## config.mk

```make
export PLATFORM = sky130hd
export DESIGN_NAME = ro_response_collector
export DESIGN_NICKNAME = d
export VERILOG_FILES = /design/src/rtl/ro_response_collector_pkg.sv /design/src/rtl/ro_response_collector_edge_counter.sv /design/src/rtl/ro_response_collector.sv
export SDC_FILE = /design/constraint.sdc
export NUM_CORES = 1
export LEC_CHECK = 0
export BUFFER_PORTS_ARGS = -buffer_cell sky130_fd_sc_hd__buf_4
export CAP_MARGIN = 10
export CORE_ASPECT_RATIO = 0.75
export CORE_UTILIZATION = 60
export DETAILED_ROUTE_END_ITERATION = 10
export PLACE_DENSITY = 0.82
export SLEW_MARGIN = 40
export SYNTH_ARGS = -nofsm -noshare
export SYNTH_HDL_FRONTEND = slang
export SYNTH_SLANG_ARGS = --single-unit
```

## constraint.sdc

```tcl
create_clock -name clk -period 4.2 [get_ports clk]
set_clock_uncertainty 0.05 [all_clocks]
set_input_delay 0.42 -clock clk [delete_from_list [all_inputs] [get_ports clk]]
set_output_delay 0.42 -clock clk [all_outputs]
set_load 0.05 [all_outputs]
```

## src/rtl/ro_response_collector_pkg.sv

```systemverilog
// Shared definitions for the ring-oscillator response collector: FSM state
// encoding and the default parameter values.
package ro_response_collector_pkg;

  localparam int DEF_CHAL_BITS  = 8;
  localparam int DEF_CNT_BITS   = 16;
  localparam int DEF_SETTLE_CYC = 4;
  localparam int DEF_WINDOW_CYC = 1024;
  localparam int DEF_RESP_BITS  = 32;

  typedef enum logic [2:0] {
    ST_IDLE    = 3'd0,
    ST_LOAD    = 3'd1,
    ST_SETTLE  = 3'd2,
    ST_COUNT   = 3'd3,
    ST_COMPARE = 3'd4,
    ST_STEP    = 3'd5,
    ST_DONE    = 3'd6
  } state_t;

endpackage

```

## src/rtl/ro_response_collector_edge_counter.sv

```systemverilog
// Synchronizes one asynchronous ring-oscillator output, detects its rising
// edges and counts them in a saturating counter.
module ro_edge_counter #(
  parameter int CNT_BITS = 16
) (
  input  logic                clk,
  input  logic                rst_n,
  input  logic                ro,
  input  logic                clr,
  input  logic                cnt_en,
  output logic [CNT_BITS-1:0] cnt,
  output logic                sat
);

  localparam logic [CNT_BITS-1:0] CNT_MAX = '1;

  logic sync1, sync2, sync2_d;
  logic rise;

  // sync1/sync2 form the metastability guard; sync2_d is only the edge-detect history
  always_ff @(posedge clk) begin
    if (!rst_n) begin
      sync1   <= 1'b0;
      sync2   <= 1'b0;
      sync2_d <= 1'b0;
    end else begin
      sync1   <= ro;
      sync2   <= sync1;
      sync2_d <= sync2;
    end
  end

  assign rise = sync2 & ~sync2_d;
  assign sat  = (cnt == CNT_MAX);

  always_ff @(posedge clk) begin
    if (!rst_n) begin
      cnt <= '0;
    end else if (clr) begin
      cnt <= '0;
    end else if (cnt_en && rise && !sat) begin
      cnt <= cnt + 1'b1;
    end
  end

endmodule

```

## src/rtl/ro_response_collector.sv

```systemverilog
// Runs RESP_BITS ring-oscillator races, one challenge per bit, and packs the
// "A faster than B" outcomes into a response word.
module ro_response_collector
  import ro_response_collector_pkg::*;
#(
  parameter int CHAL_BITS  = DEF_CHAL_BITS,
  parameter int CNT_BITS   = DEF_CNT_BITS,
  parameter int SETTLE_CYC = DEF_SETTLE_CYC,
  parameter int WINDOW_CYC = DEF_WINDOW_CYC,
  parameter int RESP_BITS  = DEF_RESP_BITS
) (
  input  logic                 clk,
  input  logic                 rst_n,
  input  logic                 start,
  input  logic [CHAL_BITS-1:0] chal_in,
  output logic                 chal_step,
  input  logic                 ro_a,
  input  logic                 ro_b,
  output logic [CHAL_BITS-1:0] mux_sel,
  output logic                 ro_en,
  output logic [RESP_BITS-1:0] resp_data,
  output logic                 resp_valid,
  output logic                 busy,
  output logic                 sat_err,
  output logic [2:0]           state_dbg,
  output logic [CNT_BITS-1:0]  cnt_a_dbg,
  output logic [CNT_BITS-1:0]  cnt_b_dbg
);

  localparam int TMR_MAX  = (WINDOW_CYC > SETTLE_CYC) ? WINDOW_CYC : SETTLE_CYC;
  localparam int TMR_BITS = $clog2(TMR_MAX) + 1;
  localparam int IDX_BITS = $clog2(RESP_BITS + 1);
  localparam logic [TMR_BITS-1:0] SETTLE_LAST = TMR_BITS'(SETTLE_CYC - 1);
  localparam logic [TMR_BITS-1:0] WINDOW_LAST = TMR_BITS'(WINDOW_CYC - 1);
  localparam logic [IDX_BITS-1:0] IDX_END     = IDX_BITS'(RESP_BITS);

  state_t                state, state_nxt;
  logic [TMR_BITS-1:0]   timer;
  logic [IDX_BITS-1:0]   bit_idx;
  logic [RESP_BITS-1:0]  resp_shift;
  logic [CNT_BITS-1:0]   cnt_a, cnt_b;
  logic                  sat_a, sat_b;
  logic                  cnt_clr, cnt_en;

  always_ff @(posedge clk) begin
    if (!rst_n) state <= ST_IDLE;
    else        state <= state_nxt;
  end

  always_comb begin
    state_nxt = state;
    busy      = 1'b1;
    chal_step = 1'b0;
    ro_en     = 1'b0;
    cnt_clr   = 1'b0;
    cnt_en    = 1'b0;
    case (state)
      ST_IDLE: begin
        busy = 1'b0;
        if (start) state_nxt = ST_LOAD;
      end
      ST_LOAD: begin
        ro_en     = 1'b1;
        cnt_clr   = 1'b1;
        state_nxt = ST_SETTLE;
      end
      ST_SETTLE: begin
        ro_en   = 1'b1;
        cnt_clr = 1'b1;
        if (timer == SETTLE_LAST) state_nxt = ST_COUNT;
      end
      ST_COUNT: begin
        ro_en  = 1'b1;
        cnt_en = 1'b1;
        if (timer == WINDOW_LAST) state_nxt = ST_COMPARE;
      end
      ST_COMPARE: begin
        ro_en     = 1'b1;
        state_nxt = ST_STEP;
      end
      ST_STEP: begin
        chal_step = 1'b1;
        state_nxt = (bit_idx == IDX_END) ? ST_DONE : ST_LOAD;
      end
      ST_DONE:  state_nxt = ST_IDLE;
      default:  state_nxt = ST_IDLE;
    endcase
  end

  // One timer serves both SETTLE and COUNT; it restarts on every state change
  always_ff @(posedge clk) begin
    if (!rst_n) begin
      timer <= '0;
    end else if (state_nxt != state) begin
      timer <= '0;
    end else if (state == ST_SETTLE || state == ST_COUNT) begin
      timer <= timer + 1'b1;
    end
  end

  always_ff @(posedge clk) begin
    if (!rst_n) begin
      mux_sel    <= '0;
      resp_shift <= '0;
      resp_data  <= '0;
      resp_valid <= 1'b0;
      bit_idx    <= '0;
      sat_err    <= 1'b0;
    end else begin
      resp_valid <= 1'b0;
      case (state)
        ST_IDLE: begin
          if (start) begin
            sat_err    <= 1'b0;
            bit_idx    <= '0;
            resp_shift <= '0;
          end
        end
        ST_LOAD: mux_sel <= chal_in;
        ST_COMPARE: begin
          resp_shift <= {resp_shift[RESP_BITS-2:0], (cnt_a > cnt_b)};
          bit_idx    <= bit_idx + 1'b1;
        end
        ST_DONE: begin
          resp_data  <= resp_shift;
          resp_valid <= 1'b1;
        end
        default: ;
      endcase
      // Counters still hold the previous run's values in LOAD, so only trust them once counting
      if ((state == ST_COUNT || state == ST_COMPARE) && (sat_a || sat_b)) sat_err <= 1'b1;
    end
  end

  ro_edge_counter #(.CNT_BITS(CNT_BITS)) u_cnt_a (
    .clk    (clk),
    .rst_n  (rst_n),
    .ro     (ro_a),
    .clr    (cnt_clr),
    .cnt_en (cnt_en),
    .cnt    (cnt_a),
    .sat    (sat_a)
  );

  ro_edge_counter #(.CNT_BITS(CNT_BITS)) u_cnt_b (
    .clk    (clk),
    .rst_n  (rst_n),
    .ro     (ro_b),
    .clr    (cnt_clr),
    .cnt_en (cnt_en),
    .cnt    (cnt_b),
    .sat    (sat_b)
  );

  assign state_dbg = state;
  assign cnt_a_dbg = cnt_a;
  assign cnt_b_dbg = cnt_b;

endmodule

```

==> results of run 1 <==
metal layers:
layer  up-vias  GRT usage
met3        32     0.0890
met2       258      0.437
met1      2643      0.402
met4         0      0.131
met5         -          0
li1       2641          -
where the power goes:
group          total [mW]  internal (mW)  switching [mW]
registers            1.27           1.26          0.0110
logic               0.155         0.0436           0.111
clock network        1.59           1.04           0.552
registers in the layout (all words and copies together) (netlist names), 3 cells and up:
register and flops:
u_cnt_b.cnt 16, resp_shift 32, u_cnt_a.cnt 16, timer 11, state_dbg 3, resp_data 32
mux_sel 8, bit_idx 6
cells in the mapped netlist (2+ instances only):
cell type / number / share of area
dfxtp_1: 132 / 0.44
nand2_1: 99 / 0.062
a21oi_1: 64 / 0.054
nor2_1: 54 / 0.034
a22oi_1: 32 / 0.040
inv_1: 25 / 0.016
ha_1: 22 / 0.046
nand4_1: 21 / 0.022
clkbuf_1: 20 / 0.013
nor3_1: 19 / 0.016
nand3_1: 17 / 0.014
or4_1: 17 / 0.021
mux2i_1: 15 / 0.025
buf_2: 14 / 0.012
and2_1: 13 / 0.014
o31ai_1: 13 / 0.016
o21ai_0: 8 / 0.0067
xor2_1: 8 / 0.012
and3_1: 6 / 0.0063
and4_1: 6 / 0.0088
nor4_1: 6 / 0.0063
o21a_1: 5 / 0.0063
xnor2_1: 4 / 0.0059
a211oi_1: 3 / 0.0038
mux2_2: 3 / 0.0057
nand2b_1: 3 / 0.0032
nor2b_1: 3 / 0.0032
and3b_1: 2 / 0.0029
buf_1: 2 / 0.0013
buf_6: 2 / 0.0038
clkinv_1: 2 / 0.0013
nand4_2: 2 / 0.0042
nand4_4: 2 / 0.0072
o311a_1: 2 / 0.0034
o311ai_0: 2 / 0.0029
o31a_1: 2 / 0.0029
o41ai_1: 2 / 0.0029
or3_1: 2 / 0.0021
how the worst max path moves through the flow:
stage / end / cells after the start / start / slack [ns]
after floorplan: chal_step / 3 / state_dbg[0]$_SDFF_PN0_ / 1.58
after global placement: u_cnt_a.cnt[8]$_SDFFE_PP0P_ / 4 / state_dbg[1]$_SDFF_PN0_ / 1.99
after detailed placement: u_cnt_b.cnt[4]$_SDFFE_PP0P_ / 4 / state_dbg[1]$_SDFF_PN0_ / 1.82
after CTS: u_cnt_b.cnt[4]$_SDFFE_PP0P_ / 4 / state_dbg[1]$_SDFF_PN0_ / 1.81
after global routing: u_cnt_b.cnt[13]$_SDFFE_PP0P_ / 4 / state_dbg[1]$_SDFF_PN0_ / 1.64
final: u_cnt_a.cnt[10]$_SDFFE_PP0P_ / 4 / state_dbg[1]$_SDFF_PN0_ / 1.77
through the flow:
stage	util	hold WS, ns
floorplan	-	0.362
global placement	0.693	0.364
detailed placement	0.694	0.372
CTS	0.760	0.169
global route	0.762	0.170
finish	0.762	0.178
final cells by class:
cell class	count	area (um^2)
Clock buffer	20	467
Clock inverter	11	175
Fill cell	639	2290
Inverter	27	101
Multi-Input combinational cell	485	3040
Sequential cell	132	2640
Tap cell	132	165
Timing Repair Buffer	103	771
cells by family after synthesis:
| group | Yosys count | synth area share |
|---|---|---|
| adders and majority gates | 22 | 0.0463 |
| and+or+nand+nor | 283 | 0.248 |
| xor gates and xnor gates | 12 | 0.0177 |
| muxes | 18 | 0.0309 |
| DFF | 132 | 0.444 |
| AOI/OAI and AO/OA | 150 | 0.165 |
| buffers and inverters | 67 | 0.0486 |
==> reports/qor.yml, run 1 <==
global_routing:
  grt_max_degree: 41
  grt_util_all_layers: 0.296
  grt_overflow: 0
  grt_pass1_wl_um: 23600
  antenna_found_initial: 0
  grt_pass1_vias: 4949
drt:
  wl_met1_um: 6660
  route.vias.total: 5574
  drc: 0
  wirelength_um: 15100
  dr.pass1.iters: 6
  highest-signal-layer: "met4"
  wl_per_cell_um: 16.6
  ant_nets: 0
  drtIter0Drc: 450
  dr_wl_met2_um: 7010
  met3_length_um: 1210
  via_per_inst: 6.13
synthesis:
  syn_area_um2: 5950
  synthArstFlopShare: 0
  seq_area_frac_synth: 0.444
  synth_area_per_cell_um2: 8.69
  ys_warn_count: 0
  synth-edff-count: 0
  ys_seq_elements: 132
  syn_nets: 719
  synthCells: 684
  synth_cell_type_count: 68
  synth_flop_cell: "dfxtp_1"
floorplanning:
  die_w_um: 117
  start_util: 0.616
  die_height_um: 88.2
  dieArea_um2: 10300
  core_area_um2: 9660
  pin_count: 93
  rows: 31
clock_network:
  clock_latency_ns: 0.41
  cts_root_buf: "clkbuf_16"
  cts_tree: "done"
  cts_sinks: 132
  postCtsHoldBufs: 0
  h-tree-depth: 4
  cts_resized: 0
  cts_inserted_buffers: 17
  cts.clk_slew.worst_paths_ns: 0.06
  clockBufferDepth: 2
  cts_setup_buffers: 0
setup_path:
  reg2reg_depth: 4
  r2r_slack_ns: 1.77
  crit_fanout: 17
  critPathLaunchType: "flop"
  crit_chain: "and3b_1 -> nand4_2 -> or4_1 -> a21oi_1"
  cpPeakStageDelay_ns: 0.70
  cp.required_ns: 4.49
  critical_path_arrival_ns: 2.72
  critical_path.slowest_cell: "dfxtp_1"
  cp-end-kind: "flop"
  crit_family: "simple AND/OR/NAND/NOR gates"
  r2r-end: "u_cnt_a.cnt[10]$_SDFFE_PP0P_"
  critical_path_class: "reg -> reg"
  reg2reg_from: "state_dbg[1]$_SDFF_PN0_"
  crit_buf_inv: 0
final_layout:
  stdcell_area_um2: 7360
  nets: 801
  final_common_cell: "dfxtp_1"
  area_growth_pct: 23.8
  final_cell_mix: "132 x dfxtp_1, 102 x buf_4, 99 x nand2_1, 64 x a21oi_1, 53 x nor2_1"
  drive_above_1_share: 0.195
  final_cells: 910
  n_antenna_cell: 0
timing:
  min_period_ns: 2.43
  setup_slack_ns: 1.77
  setup_tns_ns: 0
  hold_viol: 0
  finalSetupViolCount: 0
  slew_headroom: 0.497
  fin_crit_sh: 0.579
  tightest_slew_ns: 0.755
  max_freq_mhz: 411
  drv_slew: 0
  rsz0062_at_grt: "no"
hold_path:
  worstHoldPathCells: 2
  holdPathEnd: "u_cnt_b.sync1$_SDFF_PN0_"
  hold_path_class: "in -> reg"
  min-delay-start: "ro_b"
place:
  placed_area_um2: 6700
  hpwlAfterDp_um: 10000
  detailedPlace.worstSlack_ns: 1.82
  place_inst: 877
  io_buffers: 92
  gp_congestion: 0.854
power_and_ir_drop:
  peakVddDrop_v: 0.000378
  p_leak_nw: 2.83
  p_total_mw: 3.02
  powerDensity_nw_per_um2: 410
outcome:
  status: "finished clean"
job:
  maxCapViolCount: 0
(Power assumes the default switching activity.)
==> run 2, diff against run 1 <==
--- a/config.mk
+++ b/config.mk
@@ -5,12 +5,13 @@
 export SDC_FILE = /design/constraint.sdc
 export NUM_CORES = 1
 export LEC_CHECK = 0
+export ABC_AREA = 1
 export BUFFER_PORTS_ARGS = -buffer_cell sky130_fd_sc_hd__buf_4
 export CAP_MARGIN = 10
 export CORE_ASPECT_RATIO = 0.75
-export CORE_UTILIZATION = 60
+export CORE_UTILIZATION = 51
 export DETAILED_ROUTE_END_ITERATION = 10
-export PLACE_DENSITY = 0.82
+export PLACE_DENSITY = 0.74
 export SLEW_MARGIN = 40
 export SYNTH_ARGS = -nofsm -noshare
 export SYNTH_HDL_FRONTEND = slang
==> constraint.sdc (replaced) <==
create_clock -name clk -period 2.1 [get_ports clk]
set_clock_uncertainty 0.05 [all_clocks]
set_input_delay 0.21 -clock clk [delete_from_list [all_inputs] [get_ports clk]]
set_output_delay 0.21 -clock clk [all_outputs]
set_load 0.05 [all_outputs]
==> reports/qor.yml, run 2 <==
floorplanning:
  dieArea_um2: 12400
  die_w_um: 128
  rows: 34
  start_util: 0.524
  pin_count: 93
  core_area_um2: 11600
  die_height_um: 96.6
synthesis:
  synthCells: 830
  synth_flop_cell: "dfxtp_1"
  syn_nets: 865
  synth.mux.area_fraction: 0.00165
  synth_commonest_cells: "201 x nand2_1, 132 x dfxtp_1, 118 x a21oi_1"
  ys_seq_elements: 132
  synth_area_per_cell_um2: 7.33
  syn_area_um2: 6080
  synthXorXnorAreaFrac: 0.0432
  synth-edff-count: 0
  synth_top_area_share: 0.435
  synth_compound_area_frac: 0.147
  synth_top_family_by_area: "simple AND/OR/NAND/NOR gates"
  yosys.area_share.adder: 0.0453
  synth.area.top_cells: "dfxtp_1 43%, nand2_1 12%, a21oi_1 9.7%"
  synth.most_common_cell: "nand2_1"
  synthArstFlopShare: 0
  ys_warn_count: 0
  yosys.area_share.simple: 0.238
  yosysTopAreaCell: "dfxtp_1"
  seq_area_frac_synth: 0.435
  synth_cell_type_count: 35
drt:
  via_per_inst: 5.00
  route.vias.total: 5508
  drtIter0Drc: 343
  dr.pass1.iters: 5
  wl_per_cell_um: 12.9
  wirelength_um: 14200
  ant_nets: 0
  drc: 0
power_and_ir_drop:
  power_switching_mw: 1.39
  p_total_mw: 5.86
  powerDensity_nw_per_um2: 775
  netSwitchingFraction: 0.236
  peakVddDrop_v: 0.000638
  seq_power_share: 0.434
  clockPowerShare: 0.502
  power_frac_comb: 0.064
  p_leak_nw: 2.96
  power.internal_mw: 4.48
clock_network:
  cts_inserted_buffers: 17
  cts_setup_buffers: 0
  cts_root_buf: "clkbuf_16"
  clock_latency_ns: 0.41
  cts_tree: "done"
  clockBufferDepth: 2
  cts_sinks: 132
  cts.clk_slew.worst_paths_ns: 0.06
  h-tree-depth: 4
hold_path:
  min-delay-start: "chal_in[5]"
  hold_path_class: "in -> reg"
  worstHoldPathCells: 3
global_routing:
  grt_overflow: 0
  grt_pass1_vias: 4728
  grt_pass1_wl_um: 22800
  grt_max_degree: 65
  antenna_found_initial: 0
  grt_util_all_layers: 0.234
setup_path:
  crit_family: "simple AND/OR/NAND/NOR gates"
  crit_chain: "ha_1 -> inv_1 -> nor2_1 -> nand2_1 -> nor3_2 -> nor2_1 -> inv_1 -> nand2_1 -> a21oi_1"
  reg2reg_from: "u_cnt_b.cnt[1]$_SDFFE_PP0P_"
  crit_buf_inv: 2
  cpPeakStageDelay_ns: 0.40
  crit_start: "u_cnt_b.cnt[1]$_SDFFE_PP0P_"
  cp_num_cells: 9
  critPathLaunchType: "flop"
  cp.required_ns: 2.38
  critical_path.slowest_cell: "dfxtp_1"
  reg2reg_depth: 9
  cp-end-kind: "flop"
  critical_path_class: "reg -> reg"
  crit_fanout: 12
  critical_path_arrival_ns: 2.24
final_layout:
  final_cells: 1101
  area_growth_pct: 24.4
  final_cell_mix: "201 x nand2_1, 132 x dfxtp_1, 118 x a21oi_1, 109 x buf_4, 97 x inv_1"
  n_antenna_cell: 0
  nets: 961
  fill_cells: 1050
  drive_above_1_share: 0.181
  final_common_cell: "nand2_1"
  reg.largest.list: "resp_data x32, resp_shift x32"
timing:
  min_period_ns: 1.96
  drv_slew: 0
  fin_crit_sh: 0.935
  finalSetupViolCount: 0
  slew_headroom: 0.634
  max_freq_mhz: 509
  rsz0062_at_grt: "no"
  hold_viol: 0
  setup_tns_ns: 0
  tightest_slew_ns: 0.548
place:
  hpwlAfterDp_um: 9770
  io_buffers: 92
  place_inst: 1067
  gp_congestion: 0.906
job:
  maxCapViolCount: 0
outcome:
  status: "finished clean"
run 2: cell count changes after synthesis, sizes merged, moves of 10 or more:
| cell | before | now |
|---|---|---|
| nand2 | 100 | 206 |
| inv | 25 | 100 |
| a21oi | 64 | 118 |
| o21ai | 9 | 53 |
| a22oi | 32 | 0 |
| or4 | 17 | 0 |
| mux2i | 15 | 1 |
| nand4 | 25 | 11 |
| and2 | 13 | 0 |
| nor2 | 54 | 67 |
| o31ai | 13 | 0 |
| xor2 | 8 | 21 |
| nand3 | 17 | 27 |
run 2: power groups by stage:
stage,clock (mW),sequential (mW),combinational [mW]
floorplan,0,2.66,0.205
global route,3.10,2.55,0.404
global placement,0,2.60,0.370
finish,2.94,2.55,0.374
detailed placement,0,2.60,0.371
CTS,2.98,2.55,0.376
run 2: logic make-up (layout without fill, tap and decap cells):
group / count (synthesis) / in the layout
simple gates: 335 / 335
compound gates: 174 / 174
buf+inv: 136 / 245
flops: 132 / 132
xor+xnor: 30 / 30
fa+ha+maj: 22 / 22
mux: 1 / 1
run 2: worst reg2reg max path, stage by stage (launching register included):
cell     delay, ns
dfxtp_1       0.40
ha_1          0.21
inv_1         0.07
nor2_1        0.17
nand2_1       0.13
nor3_2        0.17
nor2_1        0.09
inv_1         0.30
nand2_1       0.12
a21oi_1       0.17
run 2: final timing paths:
check | slack [ns] | endpoint
max | 0.14 | u_cnt_b.cnt[15]$_SDFFE_PP0P_
min | 0.04 | mux_sel[5]$_SDFFE_PN0P_
max reg2reg | 0.14 | u_cnt_b.cnt[15]$_SDFFE_PP0P_
min reg2reg | 0.37 | u_cnt_b.sync2$_SDFF_PN0_
run 2: area by class of cell:
type / instances / area (um^2) / area share
clock buffer: 20 / 467 / 0.0617
clock inverter: 12 / 129 / 0.0170
inverter: 101 / 380 / 0.0503
multi-input combinational: 562 / 2890 / 0.382
sequential: 132 / 2640 / 0.349
tap: 162 / 203 / 0.0268
timing repair buffer: 112 / 858 / 0.113
run 2: per-stage QoR:
stage           util  setup slack [ns]  hold slack, ns  area, um^2
5_1_grt        0.652            0.0251          0.0510        7570
3_3_place_gp   0.599             0.298           0.343        6950
4_1_cts        0.652             0.141          0.0255        7570
2_1_floorplan      -            0.0230           0.258        6080
3_5_place_dp   0.599             0.274           0.346        6950
6_report       0.652             0.136          0.0362        7570
run 2: repair_timing:
item / CTS / global route
gates resized for setup: 0 / 0
hold buffers: 2 / 0
hold endpoints to repair: 2 / 0
run 2: layer usage:
metal | global-route usage | wire (um)
met5 | 0 | 0
met2 | 0.359 | 5960
met4 | 0.0735 | 115
met1 | 0.333 | 7340
met3 | 0.0463 | 792
==> run 3, diff against run 2 <==
--- a/config.mk
+++ b/config.mk
@@ -9,9 +9,9 @@
 export BUFFER_PORTS_ARGS = -buffer_cell sky130_fd_sc_hd__buf_4
 export CAP_MARGIN = 10
 export CORE_ASPECT_RATIO = 0.75
-export CORE_UTILIZATION = 51
+export CORE_UTILIZATION = 60
 export DETAILED_ROUTE_END_ITERATION = 10
-export PLACE_DENSITY = 0.74
+export PLACE_DENSITY = 0.82
 export SLEW_MARGIN = 40
 export SYNTH_ARGS = -nofsm -noshare
 export SYNTH_HDL_FRONTEND = slang
==> constraint.sdc (replaced) <==
create_clock -name clk -period 2.35 [get_ports clk]
set_clock_uncertainty 0.05 [all_clocks]
set_input_delay 0.235 -clock clk [delete_from_list [all_inputs] [get_ports clk]]
set_output_delay 0.235 -clock clk [all_outputs]
set_load 0.05 [all_outputs]
==> reports/qor.yml, run 3 (synthesis gave the netlist of run 2 again) <==
outcome:
  status: "finished clean"
setup_path:
  cp.required_ns: 2.63
  critPathLaunchType: "flop"
  critical_path_class: "reg -> reg"
  cp-end-kind: "flop"
  reg2reg_from: "state_dbg[1]$_SDFF_PN0_"
  crit_fanout: 17
  critical_path_arrival_ns: 2.44
  reg2reg_depth: 8
  crit_start: "state_dbg[1]$_SDFF_PN0_"
timing:
  fin_crit_sh: 0.921
  rsz0062_at_grt: "no"
  slew_headroom: 0.644
  min_period_ns: 2.16
  setup_tns_ns: 0
  finalSetupViolCount: 0
  drv_slew: 0
  max_freq_mhz: 462
  tightest_slew_ns: 0.534
  hold_viol: 0
  hold-worst-slack_ns: 0.0614
global_routing:
  grt_max_degree: 65
  antenna_found_initial: 0
  grt_pass1_vias: 5216
  grt_overflow: 0
  grt_util_all_layers: 0.296
  grt_pass1_wl_um: 24700
final_layout:
  area_growth_pct: 23.6
  final_common_cell: "nand2_1"
  fill_cells: 725
  n_antenna_cell: 0
  nets: 952
  stdcell_area_um2: 7510
  final_cells: 1062
  reg.largest.list: "resp_data x32, resp_shift x32"
  seq_area_um2: 2640
  multi_input_area_um2: 2890
  final_cell_mix: "200 x nand2_1, 132 x dfxtp_1, 118 x a21oi_1, 101 x buf_4, 97 x inv_1"
  drive_above_1_share: 0.173
power_and_ir_drop:
  power_switching_mw: 1.24
  powerDensity_nw_per_um2: 736
  p_total_mw: 5.53
  netSwitchingFraction: 0.224
  power.internal_mw: 4.29
  power_frac_comb: 0.059
  clockPowerShare: 0.529
  p_leak_nw: 2.94
  seq_power_share: 0.412
  peakVddDrop_v: 0.000559
floorplanning:
  die_w_um: 118
  die_height_um: 89.2
  core_area_um2: 9740
  dieArea_um2: 10500
  pin_count: 93
  start_util: 0.625
  rows: 31
place:
  place_inst: 1028
  placed_area_um2: 6830
  gp_congestion: 0.936
  io_buffers: 92
  hpwlAfterDp_um: 10200
clock_network:
  cts_inserted_buffers: 17
  cts_sinks: 132
  cts.clk_slew.worst_paths_ns: 0.05
  cts_setup_buffers: 0
  cts_tree: "done"
  clock_latency_ns: 0.41
  cts_root_buf: "clkbuf_16"
  clockBufferDepth: 2
  h-tree-depth: 4
drt:
  drc: 0
  via_per_inst: 5.40
  drtIter0Drc: 685
  route.vias.total: 5739
  wl_per_cell_um: 14.5
  wirelength_um: 15400
  ant_nets: 0
  dr.pass1.iters: 7
hold_path:
  min-delay-start: "chal_in[6]"
  worstHoldPathCells: 3
  hold_path_class: "in -> reg"
job:
  maxCapViolCount: 0
-- run 3: changes by cell type in the layout (fill, tap and decap cells not counted) --
cell / previous run / this run
clkinv_2: 5 / 3
clkbuf_8: 3 / 2
nand2_1: 201 / 200
clkinvlp_4: 3 / 2
buf_4: 109 / 101
nand2_2: 4 / 5
buf_12: 1 / 0
bufinv_16: 2 / 5
clkbuf_1: 0 / 1
-- run 3: worst paths after layout --
| check | to | slack, ns |
|---|---|---|
| worst max-delay path | u_cnt_a.cnt[13]$_SDFFE_PP0P_ | 0.19 |
| worst min-delay path | mux_sel[6]$_SDFFE_PN0P_ | 0.06 |
| worst max register to register | u_cnt_a.cnt[13]$_SDFFE_PP0P_ | 0.19 |
| worst min register to register | u_cnt_a.sync2$_SDFF_PN0_ | 0.38 |
-- run 3: worst max-delay path, stage by stage, from the launching register on --
cell and delay (ns):
dfxtp_1 0.44, inv_2 0.13, nor2_4 0.30, nand2_2 0.15, nor3_2 0.22, nand2_2 0.27
inv_2 0.29, nand2_1 0.09, a21oi_1 0.14
-- run 3: layer usage --
layer / GRT usage / vias up / share of wire
met5: 0 / - / 0
met4: 0.112 / 0 / 0.018
met3: 0.0676 / 31 / 0.075
met2: 0.489 / 219 / 0.47
met1: 0.384 / 2651 / 0.44
li1: - / 2838 / -
-- run 3: power by group through the flow --
stage | Clock [mW] | Sequential, mW | Combinational [mW]
3_5_place_dp | 0 | 2.33 | 0.317
6_report | 2.93 | 2.28 | 0.326
5_1_grt | 3.04 | 2.28 | 0.350
4_1_cts | 2.94 | 2.28 | 0.322
2_1_floorplan | 0 | 2.38 | 0.183
3_3_place_gp | 0 | 2.32 | 0.310
-- run 3: what timing repair did --
action / in CTS / in global routing
resized for setup: 0 / 1
endpoints found under the setup margin: 0 / 3
endpoints found under the hold margin: 2 / 0
hold buffers: 2 / 0
-- run 3: layout make-up --
type	instances	area share
Clock buffer	20	0.0608
Tap cell	132	0.0220
Inverter	101	0.0506
Clock inverter	12	0.0268
Multi-Input combinational cell	562	0.385
Timing Repair Buffer	103	0.104
Sequential cell	132	0.352
-- run 3: through the flow --
| stage | setup slack [ns] | utilization |
|---|---|---|
| 2_1_floorplan | 0.273 | - |
| 3_3_place_gp | 0.389 | 0.702 |
| 3_5_place_dp | 0.262 | 0.702 |
| 4_1_cts | 0.203 | 0.772 |
| 5_1_grt | 0.0188 | 0.772 |
| 6_report | 0.185 | 0.772 |
